--- config.mk ---
export PLATFORM = sky130hd
export DESIGN_NAME = fetch_stage
export DESIGN_NICKNAME = d
export VERILOG_FILES = /design/src/rtl/core_pkg.sv /design/src/rtl/fetch_skid_reg.sv /design/src/rtl/fetch_stage.sv
export SDC_FILE = /design/constraint.sdc
export NUM_CORES = 1
export LEC_CHECK = 0
export CORE_MARGIN = 4
export CORE_UTILIZATION = 47
export CTS_CLUSTER_DIAMETER = 50
export DETAILED_ROUTE_END_ITERATION = 8
export DONT_BUFFER_PORTS = 1
export PLACE_DENSITY = 0.66
export SLEW_MARGIN = 20
export SYNTH_ARGS = -nofsm -noshare
export SYNTH_HDL_FRONTEND = slang
export SYNTH_HIERARCHICAL = 1
export SYNTH_SLANG_ARGS = --single-unit
--- constraint.sdc ---
create_clock -name CLK -period 5.6 [get_ports CLK]
set_clock_uncertainty 0.15 [all_clocks]
set_input_delay 1.12 -clock CLK [delete_from_list [all_inputs] [get_ports CLK]]
set_output_delay 1.12 -clock CLK [all_outputs]
set_load 0.01 [all_outputs]
--- src/rtl/core_pkg.sv ---
// Shared RV32I core types: fetch FSM states, bubble word, opcodes, address helpers.
// Pure declarations; no timing or flow control of its own.
package core_pkg;

  typedef enum logic [1:0] {
    S_IDLE  = 2'd0,
    S_FETCH = 2'd1,
    S_HOLD  = 2'd2,
    S_DROP  = 2'd3
  } fetch_state_t;

  localparam logic [31:0] NOP_INSTR   = 32'h0000_0013;
  localparam logic [31:0] INSTR_BYTES = 32'd4;

  localparam logic [6:0] OP_IMM = 7'b0010011;
  localparam logic [6:0] LOAD   = 7'b0000011;
  localparam logic [6:0] STORE  = 7'b0100011;
  localparam logic [6:0] BRANCH = 7'b1100011;

  typedef struct packed {
    logic [31:0] instr;
    logic [31:0] pc;
  } fetch_word_t;

  function automatic logic [31:0] align_word(input logic [31:0] addr);
    return {addr[31:2], 2'b00};
  endfunction

  function automatic logic [6:0] opcode_of(input logic [31:0] instr);
    return instr[6:0];
  endfunction

endpackage

--- src/rtl/fetch_skid_reg.sv ---
// One-entry {instr, pc} buffer catching a word fetched while decode is stalled.
// Loads/clears on the clock edge; clear wins over load.
module fetch_skid_reg
  import core_pkg::*;
(
  input  logic        CLK,
  input  logic        RST,
  input  logic        load,
  input  logic        clear,
  input  logic [31:0] load_instr,
  input  logic [31:0] load_pc,
  output logic [31:0] instr,
  output logic [31:0] pc,
  output logic        valid
);

  fetch_word_t entry;

  always_ff @(posedge CLK or posedge RST) begin
    if (RST) begin
      entry <= '{instr: NOP_INSTR, pc: 32'h0};
      valid <= 1'b0;
    end else if (clear) begin
      entry <= '{instr: NOP_INSTR, pc: 32'h0};
      valid <= 1'b0;
    end else if (load) begin
      entry <= '{instr: load_instr, pc: load_pc};
      valid <= 1'b1;
    end
  end

  assign instr = entry.instr;
  assign pc    = entry.pc;

endmodule

--- src/rtl/fetch_stage.sv ---
// RV32I fetch: PC, single-outstanding imem req/ack, IF/ID register; 1 instr/cycle with same-cycle ack.
// Decode stall parks one word in a skid; redirect flushes IF/ID and discards any in-flight fetch.
module fetch_stage
  import core_pkg::*;
#(
  parameter logic [31:0] RESET_PC  = 32'h0000_0000,
  parameter logic [31:0] NOP_INSTR = core_pkg::NOP_INSTR
) (
  input  logic        CLK,
  input  logic        RST,
  output logic        imem_req,
  output logic [31:0] imem_addr,
  input  logic        imem_ack,
  input  logic [31:0] imem_rdata,
  input  logic        stall,
  input  logic        redirect,
  input  logic [31:0] redirect_pc,
  output logic [31:0] id_instr,
  output logic [31:0] id_pc,
  output logic [31:0] id_pc4,
  output logic        id_valid
);

  fetch_state_t state, state_nxt;
  logic [31:0]  pc, pc_nxt;
  logic [31:0]  drop_addr;
  logic         accept;
  logic         fetch_ack;
  logic         skid_load, skid_clear, skid_valid;
  logic [31:0]  skid_instr, skid_pc;

  assign imem_req  = (state == S_FETCH) || (state == S_DROP);
  assign imem_addr = (state == S_DROP) ? drop_addr : pc;

  // An empty IF/ID slot always fills, so stall only matters once it holds a real instruction.
  assign accept    = !stall || !id_valid;
  assign fetch_ack = (state == S_FETCH) && imem_ack;

  assign skid_load  = !redirect && fetch_ack && !accept;
  assign skid_clear = redirect || ((state == S_HOLD) && !stall);

  always_comb begin
    state_nxt = state;
    pc_nxt    = pc;
    if (redirect) begin
      pc_nxt = align_word(redirect_pc);
      unique case (state)
        S_IDLE:  state_nxt = S_FETCH;
        S_FETCH: state_nxt = imem_ack ? S_FETCH : S_DROP;
        S_HOLD:  state_nxt = S_FETCH;
        S_DROP:  state_nxt = S_DROP;
        default: state_nxt = S_IDLE;
      endcase
    end else begin
      unique case (state)
        S_IDLE:  state_nxt = S_FETCH;
        S_FETCH: begin
          if (imem_ack) begin
            pc_nxt    = pc + INSTR_BYTES;
            state_nxt = accept ? S_FETCH : S_HOLD;
          end
        end
        S_HOLD:  if (!stall) state_nxt = S_FETCH;
        S_DROP:  if (imem_ack) state_nxt = S_FETCH;
        default: state_nxt = S_IDLE;
      endcase
    end
  end

  always_ff @(posedge CLK or posedge RST) begin
    if (RST) begin
      state     <= S_IDLE;
      pc        <= RESET_PC;
      drop_addr <= RESET_PC;
    end else begin
      state <= state_nxt;
      pc    <= pc_nxt;
      // The abandoned request keeps its address on the bus until memory acks it.
      if (redirect && (state == S_FETCH) && !imem_ack)
        drop_addr <= pc;
    end
  end

  always_ff @(posedge CLK or posedge RST) begin
    if (RST) begin
      id_instr <= NOP_INSTR;
      id_pc    <= 32'h0;
      id_pc4   <= 32'h0;
      id_valid <= 1'b0;
    end else if (redirect) begin
      id_instr <= NOP_INSTR;
      id_valid <= 1'b0;
    end else begin
      unique case (state)
        S_FETCH: begin
          if (accept) begin
            if (imem_ack) begin
              id_instr <= imem_rdata;
              id_pc    <= pc;
              id_pc4   <= pc + INSTR_BYTES;
              id_valid <= 1'b1;
            end else begin
              id_valid <= 1'b0;
            end
          end
        end
        S_HOLD: begin
          if (!stall && skid_valid) begin
            id_instr <= skid_instr;
            id_pc    <= skid_pc;
            id_pc4   <= skid_pc + INSTR_BYTES;
            id_valid <= 1'b1;
          end
        end
        S_DROP:  id_valid <= 1'b0;
        default: ;
      endcase
    end
  end

  fetch_skid_reg u_skid (
    .CLK        (CLK),
    .RST        (RST),
    .load       (skid_load),
    .clear      (skid_clear),
    .load_instr (imem_rdata),
    .load_pc    (pc),
    .instr      (skid_instr),
    .pc         (skid_pc),
    .valid      (skid_valid)
  );

endmodule

After elaboration in Yosys (flattened, before gate mapping)
Index checks and enable logic that the tools add are counted.
W data, S select, Z words.

storage, ports and cells
  register bits after elaboration = 228
  output and inout port bits = 130
  input port bits = 69

operators by class
  multiplexer cells = 33
  $add $sub $neg = 2
  reduce and logical (&&, ||, !) cells = 28
  bitwise logic cells = 1
  eq/ne operators = 11

operators by type and width
  kind                     number
  $mux W32                 13
  $pmux W32 S2             3
  $mux W64                 2
  $add A32 B3 Y32 const B  2
  $mux W2                  6
  $ne A3 B3 Y1 const B     4
  $pmux W2 S4              1
  $reduce_bool A2 Y1       4
  $logic_and A1 B1 Y1      7
  $mux W1                  6
  $pmux W2 S3              1
  $reduce_and A3 Y1        2
  $logic_not A1 Y1         5
  $reduce_and A5 Y1        1
  $eq A2 B2 Y1 const B     2
  $ne A2 B2 Y1 const B     2
  $reduce_and A4 Y1        1
  $reduce_bool A4 Y1       1
  $logic_or A1 B1 Y1       3
  $ne A3 B2 Y1 const B     1
  $pmux W1 S3              1
  $reduce_bool A3 Y1       1
  $eq A2 B1 Y1 const B     1
  $logic_not A2 Y1         1
  other kinds (4)          4

Depth between registers and ports, before layout
Gate-level depths: netlist of the first run.

  depth in word-level cells = 6
  mapped depth = 10
  mapped depth without buffers = 6

By module
The synthesis of the first run kept the hierarchy.

modules (own cells, without submodules)
  module          instances  seq. area each (um2)  cells each  area each (um2)
  fetch_stage     1          3932.5                1006        8898.5
  fetch_skid_reg  1          1630.3                211         2692.6

Worst setup path before layout of the first run
OpenSTA, ideal clock, no wires.

  path type = input to register
  from = input imem_ack
  to = register u_skid.entry, in the netlist u_skid/pc[11]
  required time = 5.318 ns
  arrival = 2.541 ns
  setup slack = 2.777 ns
  stages on the path = 9
  buffers on the path = 5
  path through = and3b_1 > buf_2 > buf_1 > and3_1 > buf_6 > buf_12 > buf_12 > mux2i_1 > nor2_1

on the way
  word-level cells in the longest chain between the ends = 4

RTL lines
  element                              RTL line              RTL
  start: declaration                   fetch_stage.sv:13     input logic imem_ack,
  $logic_and A1 B1 Y1                  fetch_stage.sv:37     assign fetch_ack = (state == S_FETCH) && imem_ack;
  $logic_and A1 B1 Y1 (2 in series)    fetch_stage.sv:39     assign skid_load = !redirect && fetch_ack && !accept;
  via skid_load                        fetch_stage.sv:29     logic skid_load, skid_clear, skid_valid;
  $reduce_bool A2 Y1 (no source line)  n/a
  end signal: assignment               fetch_skid_reg.sv:21  entry <= '{instr: NOP_INSTR, pc: 32'h0};
  end signal: assignment               fetch_skid_reg.sv:24  entry <= '{instr: NOP_INSTR, pc: 32'h0};
  end signal: assignment               fetch_skid_reg.sv:27  entry <= '{instr: load_instr, pc: load_pc};
  end: declaration                     fetch_skid_reg.sv:17  fetch_word_t entry;

The timed path passes the listed nets, and every way through them passes these cells.
A chain may end at the register's enable or synchronous reset.

Worst setup path after layout of the first run
  from = register state[0]
  to = output imem_addr[26]

on the way
  word-level cells in the longest chain between the ends = 2

RTL lines
  element                   RTL line           RTL
  start: declaration        fetch_stage.sv:24  fetch_state_t state, state_nxt;
  start signal: assignment  fetch_stage.sv:76  state <= state_nxt;
  $eq A2 B2 Y1              fetch_stage.sv:33  assign imem_addr = (state == S_DROP) ? drop_addr : pc;
  $mux W32                  fetch_stage.sv:33
  end: declaration          fetch_stage.sv:12  output logic [31:0] imem_addr,

Every way passes these cells.

==> flow_summary_export.csv, run 1 <==
group,metric,value,unit
placed_design,dp_hpwl,20.4,mm
pwr,peakVddDrop,0.255,mV
clocking,hold_buffers,0,
outcome,status,"complete, no violations",
timing,setup_tns,0,ps
drt,drtIter0Drc,646,
yosys,async_flop_share,100,%
floorplanning,start_util,47.7,%
critical_path,crit_path_max_incr_delay,550,ps
grt,grt_pass1_wl,49.3,mm
yosys,synth-edff-count,0,
hold_path,hold_end,"drop_addr[22]",
clocking,cts_tree,"done",
final_layout,area_growth,9.34,%
timing,post-route-min-period,3350,ps
timing,period_share,59.9,%
timing,final-hold-violation-count,0,
final_layout,drive_above_1_share,13.2,%
final_layout,n_antenna_cell,0,
final_layout,final_cell_area,12700,sq um
clocking,cts_setup_buffers,0,
timing,setup_viol,0,
yosys,synthCells,1217,
critical_path,crit_fanout,30,
critical_path,critPathKind,"reg -> out",
hold_path,worstHoldStart,"drop_addr[22]",
timing,worst_pin_slew,1030,ps
timing,max_freq,298,MHz
placed_design,dpl_cell_area,11600,sq um
critical_path,rr_endpoint,"id_instr[16]",
flow_run,maxCapViolations,0,
drt,wl_per_cell,20.7,um
hold_path,hold_depth,1,
placed_design,io_buffers,0,
critical_path,arrival,2080,ps
drt,ant_nets,0,
yosys,yosys.area.top_type_share,46.6,%
yosys,ys_seq_elements,222,
yosys,synth_ff_type,"dfrtp_1",
grt,antenna_found_initial,0,
clocking,cts_buffer_depth,3,
yosys,seq_area_frac_synth,48.0,%
timing,slew_headroom,31.2,%
clocking,cts_made_buffers,29,
critical_path,r2r_start,"state[0]",
floorplanning,die-area,27200,sq um
critical_path,required,4330,ps
placed_design,place.gp.congestion,0.852,
pwr,power_leakage,5.19,nW
drt,drt-vias-per-instance,5.79,
yosys,postSynthAreaPerCell,9.52,sq um
grt,grt.total_usage,22.8,%
drt,dr_total_vias,8692,
yosys,synth_warnings,6,
critical_path,worstSetupEndpointType,"output pin",
timing,maxSlewViolCount,0,
pwr,power_density,369,nW/um^2
timing,rsz0062_at_grt,"no",
critical_path,crit_path_cell_trace,"nand2_1, buf_4, mux2_2",
yosys,synth_top_area_cell,"dfrtp_1",
critical_path,critPathBufInv,1,
clocking,cts.clk_slew.worst_paths,60,ps
floorplanning,die_h,165,um
clocking,h-tree-depth,1,
critical_path,cpLargestDelayFamily,"flip-flops",
clocking,cts.sinks,222,
yosys,syn_area,11600,sq um
final_layout,nets,1226,
yosys,synth.distinct_cells,62,
critical_path,cpMaxStageDelayCell,"dfrtp_1",
drt,route.detailed.drc,0,
floorplanning,io_pins,199,
critical_path,cp-start-kind,"flop",
drt,drt-pass1-iter-count,5,
hold_path,hold_path.class,"reg -> reg",
grt,first_global_vias,8477,
floorplanning,fp-row-count,57,
clocking,post_cts_resized,0,
clocking,clock_latency,540,ps
floorplanning,core_area,24300,sq um
floorplanning,die_x,165,um
grt,grt_max_degree,100,
drt,wirelength,31.1,mm
grt,grt.overflow.total,0,
critical_path,ff2ff_path_depth,5,
yosys,yosys-top-cells-area,"dfrtp_1, nand2_1, mux2i_1",
critical_path,reg2reg_slack,2310,ps
clocking,cts-root-buf,"clkbuf_16",
## layer usage
| metal | part of all wire (%) | track usage (%) | vias to the layer above |
|---|---|---|---|
| met1 | 42 | 30.9 | 4226 |
| met5 | 0 | 0 | - |
| met3 | 9.5 | 6.36 | 62 |
| li1 | - | - | 4083 |
| met2 | 45 | 35.8 | 321 |
| met4 | 3.1 | 6.58 | 0 |
## final cells by class
type | instances | area (sq um)
Fill cell | 2199 | 11600
Sequential cell | 222 | 5560
Multi-Input combinational cell | 876 | 5480
Clock buffer | 37 | 806
Tap cell | 324 | 405
Clock inverter | 16 | 254
Timing Repair Buffer | 16 | 120
Inverter | 10 | 42.5
## through the flow
step / hold slack [ps] / power (mW) / setup slack, ps / instances / util, %
final: 351 / 4.68 / 2250 / 1501 / 52.1
after global routing: 363 / 4.89 / 2130 / 1501 / 52.1
after CTS: 356 / 4.73 / 2220 / 1501 / 52.1
after detailed placement: 336 / 2.69 / 1940 / 1448 / 47.8
after global placement: 330 / 2.67 / 1980 / 1448 / 47.8
after floorplan: 316 / 2.51 / 100 / 1220 / -
## registers in the layout, summed over array words and instances, names as in the netlist
signal	flops
id_instr	32
id_pc	32
u_skid/instr	32
u_skid/pc	32
drop_addr	30
id_pc4	30
pc	30
state	2
id_valid	1
u_skid/valid	1
## cell families after synthesis
family / share of synthesized area (%)
AO/OA/AOI/OAI: 9.26
XOR/XNOR: 5.29
adder cells (fa/ha/maj): 0.302
buffers and inverters: 5.45
flip-flops: 48.0
multiplexers: 12.1
other: 0.0324
AND/OR/NAND/NOR: 19.5
## worst max path at each step
stage,startpoint,to,cells past startpoint
4_1_cts,state[0],imem_addr[26],3
2_1_floorplan,RST,drop_addr[10],1
6_report,state[0],imem_addr[26],3
5_1_grt,state[0],id_instr[8],5
3_3_place_gp,imem_ack,id_instr[17],5
3_5_place_dp,imem_ack,id_instr[16],5
## cells in the mapped netlist, types with 6 or more instances
cell	instances
nand2_1	222
and4_1	7
a311oi_1	29
xor2_1	44
nor2_1	148
nand4_1	29
a31oi_1	32
buf_12	6
a21oi_1	10
o21ai_0	40
nand3_1	41
inv_1	10
buf_2	27
nor3_1	14
mux2_2	60
dfstp_2	6
mux2i_1	73
nor4_1	12
dfrtp_1	216
buf_1	10
o21ai_1	16
clkbuf_1	60
xnor2_1	26
## report_power, final
part | internal (mW) | switching, mW | leakage (nW)
Combinational | 0.237 | 0.287 | 1.85
Sequential | 1.83 | 0.301 | 2.83
Clock | 1.30 | 0.729 | 0.516
## layout by cell type, fill, tap and decap left out, types with 29 or more instances in the layout
cell type / Yosys / final
a31oi_1: 32 / 32
nor2_1: 148 / 148
mux2i_1: 73 / 73
nand2_1: 222 / 222
xor2_1: 44 / 44
dfrtp_1: 216 / 216
nand4_1: 29 / 29
nand3_1: 41 / 41
mux2_2: 60 / 60
o21ai_0: 40 / 39
clkbuf_16: 0 / 29
a311oi_1: 29 / 29
(Power assumes the default switching activity.)
==> run 2: changes to the inputs <==
- clock period: 5.6 -> 2.87 ns (I/O delays scaled with it)
==> run 2 against run 1 <==
Effect of this change:
- largest power group unchanged
- register-to-register slack got worse by 1900 ps
- highest routed layer unchanged
- count of clock-buffer cells in the layout shrank 5
- routed wire length is 1.1% higher
==> flow_summary_export.csv, run 2 (synthesis gave the netlist of run 1 again) <==
group,metric,value,unit
floorplanning,io_pins,199,
timing,final-hold-violation-count,0,
critical_path,cpMaxStageDelayCell,"dfrtp_1",
critical_path,cp-start-kind,"flop",
clocking,clock_latency,520,ps
timing,slew_headroom,47.8,%
timing,period_share,92.1,%
critical_path,required,2150,ps
pwr,power_leakage,5.31,nW
floorplanning,fp-row-count,57,
hold_path,hold_path.class,"in -> reg",
drt,drt-pass1-iter-count,7,
critical_path,crit_path_max_incr_delay,550,ps
pwr,swShare,28.7,%
grt,grt_use_met2,36.8,%
floorplanning,core_area,24300,sq um
grt,grt_pass1_wl,50.0,mm
placed_design,place.gp.congestion,0.845,
floorplanning,die_h,165,um
drt,wl_per_cell,20.6,um
drt,route.detailed.drc,0,
final_layout,final_common_cell,"nand2_1",
clocking,h-tree-depth,1,
pwr,combPwrFrac,13.0,%
critical_path,ff2ff_path_depth,6,
drt,drtIter0Drc,734,
timing,rsz0062_at_grt,"no",
critical_path,rr_endpoint,"id_pc4[19]",
timing,maxSlewViolCount,0,
grt,grt_max_degree,88,
pwr,power_switching,2.51,mW
timing,max_freq,378,MHz
timing,setup_tns,0,ps
critical_path,critPathKind,"reg -> out",
clocking,cts_setup_buffers,0,
outcome,status,"complete, no violations",
drt,wirelength,31.5,mm
drt,ant_nets,0,
final_layout,drive_above_1_share,14.9,%
grt,antenna_found_initial,0,
pwr,p_int,6.24,mW
placed_design,pre_cts_ws,453,ps
final_layout,nets,1253,
critical_path,cp-startpoint,"state[0]",
pwr,p_clk_share,40.1,%
hold_path,worstHoldStart,"redirect_pc[24]",
critical_path,crit_path_cell_trace,"nand2_1, buf_12, mux2_2",
clocking,cts-root-buf,"clkbuf_16",
timing,post-route-min-period,2640,ps
critical_path,reg2reg_slack,440,ps
final_layout,n_antenna_cell,0,
critical_path,worstSetupEndpointType,"output pin",
floorplanning,die-area,27200,sq um
pwr,sequentialPowerShare,46.9,%
timing,worst_pin_slew,781,ps
grt,grt.overflow.total,0,
pwr,power_density,681,nW/um^2
flow_run,maxCapViolations,0,
placed_design,dp_hpwl,21.2,mm
grt,first_global_vias,8672,
critical_path,critPathCapture,"imem_addr[28]",
clocking,cts_tree,"done",
clocking,cts.clk_slew.worst_paths,60,ps
placed_design,io_buffers,0,
timing,setup_viol,0,
final_layout,area_growth,11.0,%
floorplanning,die_x,165,um
pwr,peakVddDrop,0.569,mV
drt,dr_total_vias,8829,
grt,gr-max-usage-layer,"met2",
critical_path,arrival,1920,ps
clocking,cts_made_buffers,27,
critical_path,crit_fanout,30,
timing,fin_ws,226,ps
final_layout,layout_common_cells,"nand2_1, dfrtp_1, nor2_1",
floorplanning,start_util,47.7,%
critical_path,r2r_start,"pc[4]",
grt,grt_use_met3,6.51,%
clocking,cts.sinks,222,
clocking,cts_buffer_depth,3,
drt,drt-vias-per-instance,5.79,
grt,met1_usage,31.4,%
grt,grt.total_usage,23.0,%
[run 2: power groups by stage]
stage	clock (mW)	combinational, mW	sequential (mW)
global placement	0	1.12	4.16
CTS	3.59	1.16	4.13
finish	3.51	1.14	4.11
global route	3.75	1.29	4.17
detailed placement	0	1.14	4.18
floorplan	0	0.950	3.95
[run 2: critical path, delay by kind of cell, from the launching register on]
| family | cells | cell delay (ps) |
|---|---|---|
| DFF | 1 | 550 |
| buffers and inverters | 1 | 230 |
| muxes | 1 | 400 |
| and+or+nand+nor | 1 | 200 |
[run 2: worst min path at each step]
stage | slack (ps) | end | depth (start not counted)
6_report | 30 | pc[24] | 2
5_1_grt | 6 | pc[11] | 2
4_1_cts | 5 | pc[27] | 2
3_5_place_dp | 340 | id_pc[1] | 2
3_3_place_gp | 330 | id_pc[0] | 2
2_1_floorplan | 320 | id_pc[0] | 2
[run 2: cell type report]
| class | count | area (sq um) |
|---|---|---|
| Multi-Input combinational cell | 876 | 5480 |
| Clock buffer | 32 | 724 |
| Clock inverter | 16 | 200 |
| Fill cell | 2191 | 11500 |
| Tap cell | 324 | 405 |
| Timing Repair Buffer | 45 | 450 |
| Inverter | 10 | 41.3 |
| Sequential cell | 222 | 5560 |
[run 2: per-layer routing]
metal | part of all wire [%] | routed length, um
met5 | 0 | 0
met4 | 2.3 | 713
met3 | 9.0 | 2820
met2 | 46 | 14600
met1 | 42 | 13300
[run 2: metrics by stage]
step                instances  total power [mW]  hold WS (ps)  instance area, sq um  utilization, %
CTS                      1525              8.87          5.12                 12900            52.9
global route             1525              9.21          6.41                 12900            52.9
global placement         1475              5.28           329                 11900            49.0
finish                   1525              8.76          25.3                 12900            52.9
detailed placement       1475              5.32           338                 11900            49.0
floorplan                1220              4.90           316                 11600               -
[run 2: timing repair]
action / in CTS / in global routing
hold buffers: 2 / 0
hold endpoints to repair: 214 / 0
gates resized for setup: 0 / 0
==> run 3: changes to the inputs <==
- ABC_CLOCK_PERIOD_IN_PS: unset -> 3400
- PLACE_DENSITY: 0.66 -> 0.64
- clock period: 2.87 -> 3.4 ns (I/O delays scaled with it)
==> run 3 against run 2 <==
Effect of this change:
- the flow now finishes with violations (negative hold slack)
- utilization decreased by 0.37 points
- sequential power is 15% lower
- final cell count fell by 0.85%
- critical path depth stayed put
- worst setup slack improved by 220 ps
- total power fell by 13%
- routed wire length rose by 0.70%
- clock power down 9.1%
- sequential share of layout area grew 0.30 points
- design area shrank 0.69%
- largest power group unchanged
==> flow_summary_export.csv, run 3 (synthesis gave the netlist of run 1 again) <==
group,metric,value,unit
outcome,status,"complete, but fails checks",
outcome,violations,"negative hold slack",
critical_path,rr_endpoint,"id_pc4[29]",
drt,drtIter0Drc,709,
clocking,hold_buffers,0,
grt,antenna_found_initial,0,
critical_path,reg2reg_slack,800,ps
critical_path,required,2570,ps
pwr,p_clk_share,42.0,%
placed_design,io_buffers,0,
clocking,post_cts_resized,0,
timing,setup_tns,0,ps
clocking,cts_buffer_depth,3,
drt,route.detailed.drc,0,
timing,post-route-min-period,2950,ps
final_layout,num-fill-cells,2186,
floorplanning,die_h,165,um
critical_path,cp-start-kind,"flop",
clocking,clock_latency,540,ps
clocking,cts.sinks,222,
drt,drt-pass1-iter-count,5,
timing,whs,-8.38,ps
grt,grt.total_usage,23.3,%
hold_path,hold_path.class,"in -> async",
drt,ant_nets,0,
final_layout,nets,1237,
placed_design,dp_hpwl,21.0,mm
clocking,h-tree-depth,1,
clocking,cts_setup_buffers,0,
floorplanning,die_x,165,um
timing,final-hold-violation-count,11,
final_layout,area_growth,10.2,%
drt,dr_total_vias,8749,
timing,rsz0062_at_grt,"no",
floorplanning,io_pins,199,
clocking,cts.clk_slew.worst_paths,60,ps
pwr,p_int,5.44,mW
critical_path,r2r_start,"pc[15]",
floorplanning,die-area,27200,sq um
grt,grt.overflow.total,0,
drt,drt-vias-per-instance,5.79,
grt,grt_pass1_wl,50.1,mm
floorplanning,fp-row-count,57,
critical_path,ff2ff_path_depth,5,
grt,first_global_vias,8703,
grt,grt_max_degree,100,
timing,max_freq,338,MHz
pwr,swShare,28.4,%
pwr,power_switching,2.15,mW
critical_path,arrival,2120,ps
pwr,peakVddDrop,0.402,mV
final_layout,final_common_cell,"nand2_1",
pwr,sequentialPowerShare,46.1,%
pwr,power_leakage,5.25,nW
timing,worst_pin_slew,822,ps
timing,slew_headroom,44.7,%
final_layout,layout_common_cells,"nand2_1, dfrtp_1, nor2_1",
timing,period_share,86.9,%
timing,fin_ws,445,ps
floorplanning,start_util,47.7,%
flow_run,maxCapViolations,0,
final_layout,final_util,52.5,%
pwr,combPwrFrac,11.9,%
drt,wl_per_cell,21.0,um
timing,setup_viol,0,
placed_design,place.gp.congestion,0.859,
final_layout,stdcell_count,1512,
critical_path,crit_fanout,30,
critical_path,cp-startpoint,"state[0]",
final_layout,drive_above_1_share,13.7,%
placed_design,pre_cts_ws,887,ps
final_layout,n_antenna_cell,0,
clocking,cts-root-buf,"clkbuf_16",
floorplanning,core_area,24300,sq um
clocking,cts_made_buffers,29,
pwr,power_density,594,nW/um^2
clocking,cts_tree,"done",
drt,wirelength,31.7,mm
critical_path,critPathKind,"reg -> out",
critical_path,worstSetupEndpointType,"output pin",
timing,maxSlewViolCount,0,
placed_design,dp.cells,1459,
-- run 3: cell count changes in the layout (fill, tap and decap cells not counted), moves of 2 or more --
cell / change
buf_4: -13
clkbuf_1: +4
buf_12: -3
clkbuf_16: +2
clkinv_2: -2
inv_6: +2
-- run 3: worst max-delay path by stage --
stage	depth (start not counted)	end
6_report	3	imem_addr[31]
2_1_floorplan	1	drop_addr[10]
3_5_place_dp	5	pc[29]
5_1_grt	3	imem_addr[31]
3_3_place_gp	6	id_pc[13]
4_1_cts	3	imem_addr[29]
-- run 3: worst max-delay path, stage by stage, from the launching register on --
cell and delay (ps):
dfrtp_1 560, nand2_1 150, buf_4 410, mux2_2 430
-- run 3: area by class of cell --
cell class / count / area (sq um) / area share, %
clock buffers: 38 / 790 / 6.18
flip-flops and latches: 222 / 5560 / 43.5
clock inverters: 15 / 219 / 1.71
multi-input cells: 876 / 5480 / 42.9
well taps: 324 / 405 / 3.17
repair buffers: 27 / 278 / 2.17
inverters: 10 / 41.3 / 0.323
-- run 3: through the flow --
stage	cell area (sq um)	total power, mW
floorplan	11600	4.14
global placement	11800	4.43
detailed placement	11800	4.46
CTS	12800	7.67
global route	12800	7.95
finish	12800	7.59
-- run 3: routing by layer --
layer  global-route usage, %  share of wire [%]  vias up
met2                    37.4                 46      318
met5                       0                  0        -
met4                    6.24                2.8        0
met3                    5.89                9.1       62
met1                    31.5                 42     4272
li1                        -                  -     4097
-- run 3: power groups by stage --
stage               registers [mW]  clock network (mW)  logic [mW]
detailed placement            3.55                   0       0.911
floorplan                     3.34                   0       0.802
global placement              3.54                   0       0.890
finish                        3.50                3.19       0.902
CTS                           3.51                3.25       0.918
global route                  3.54                3.38        1.02
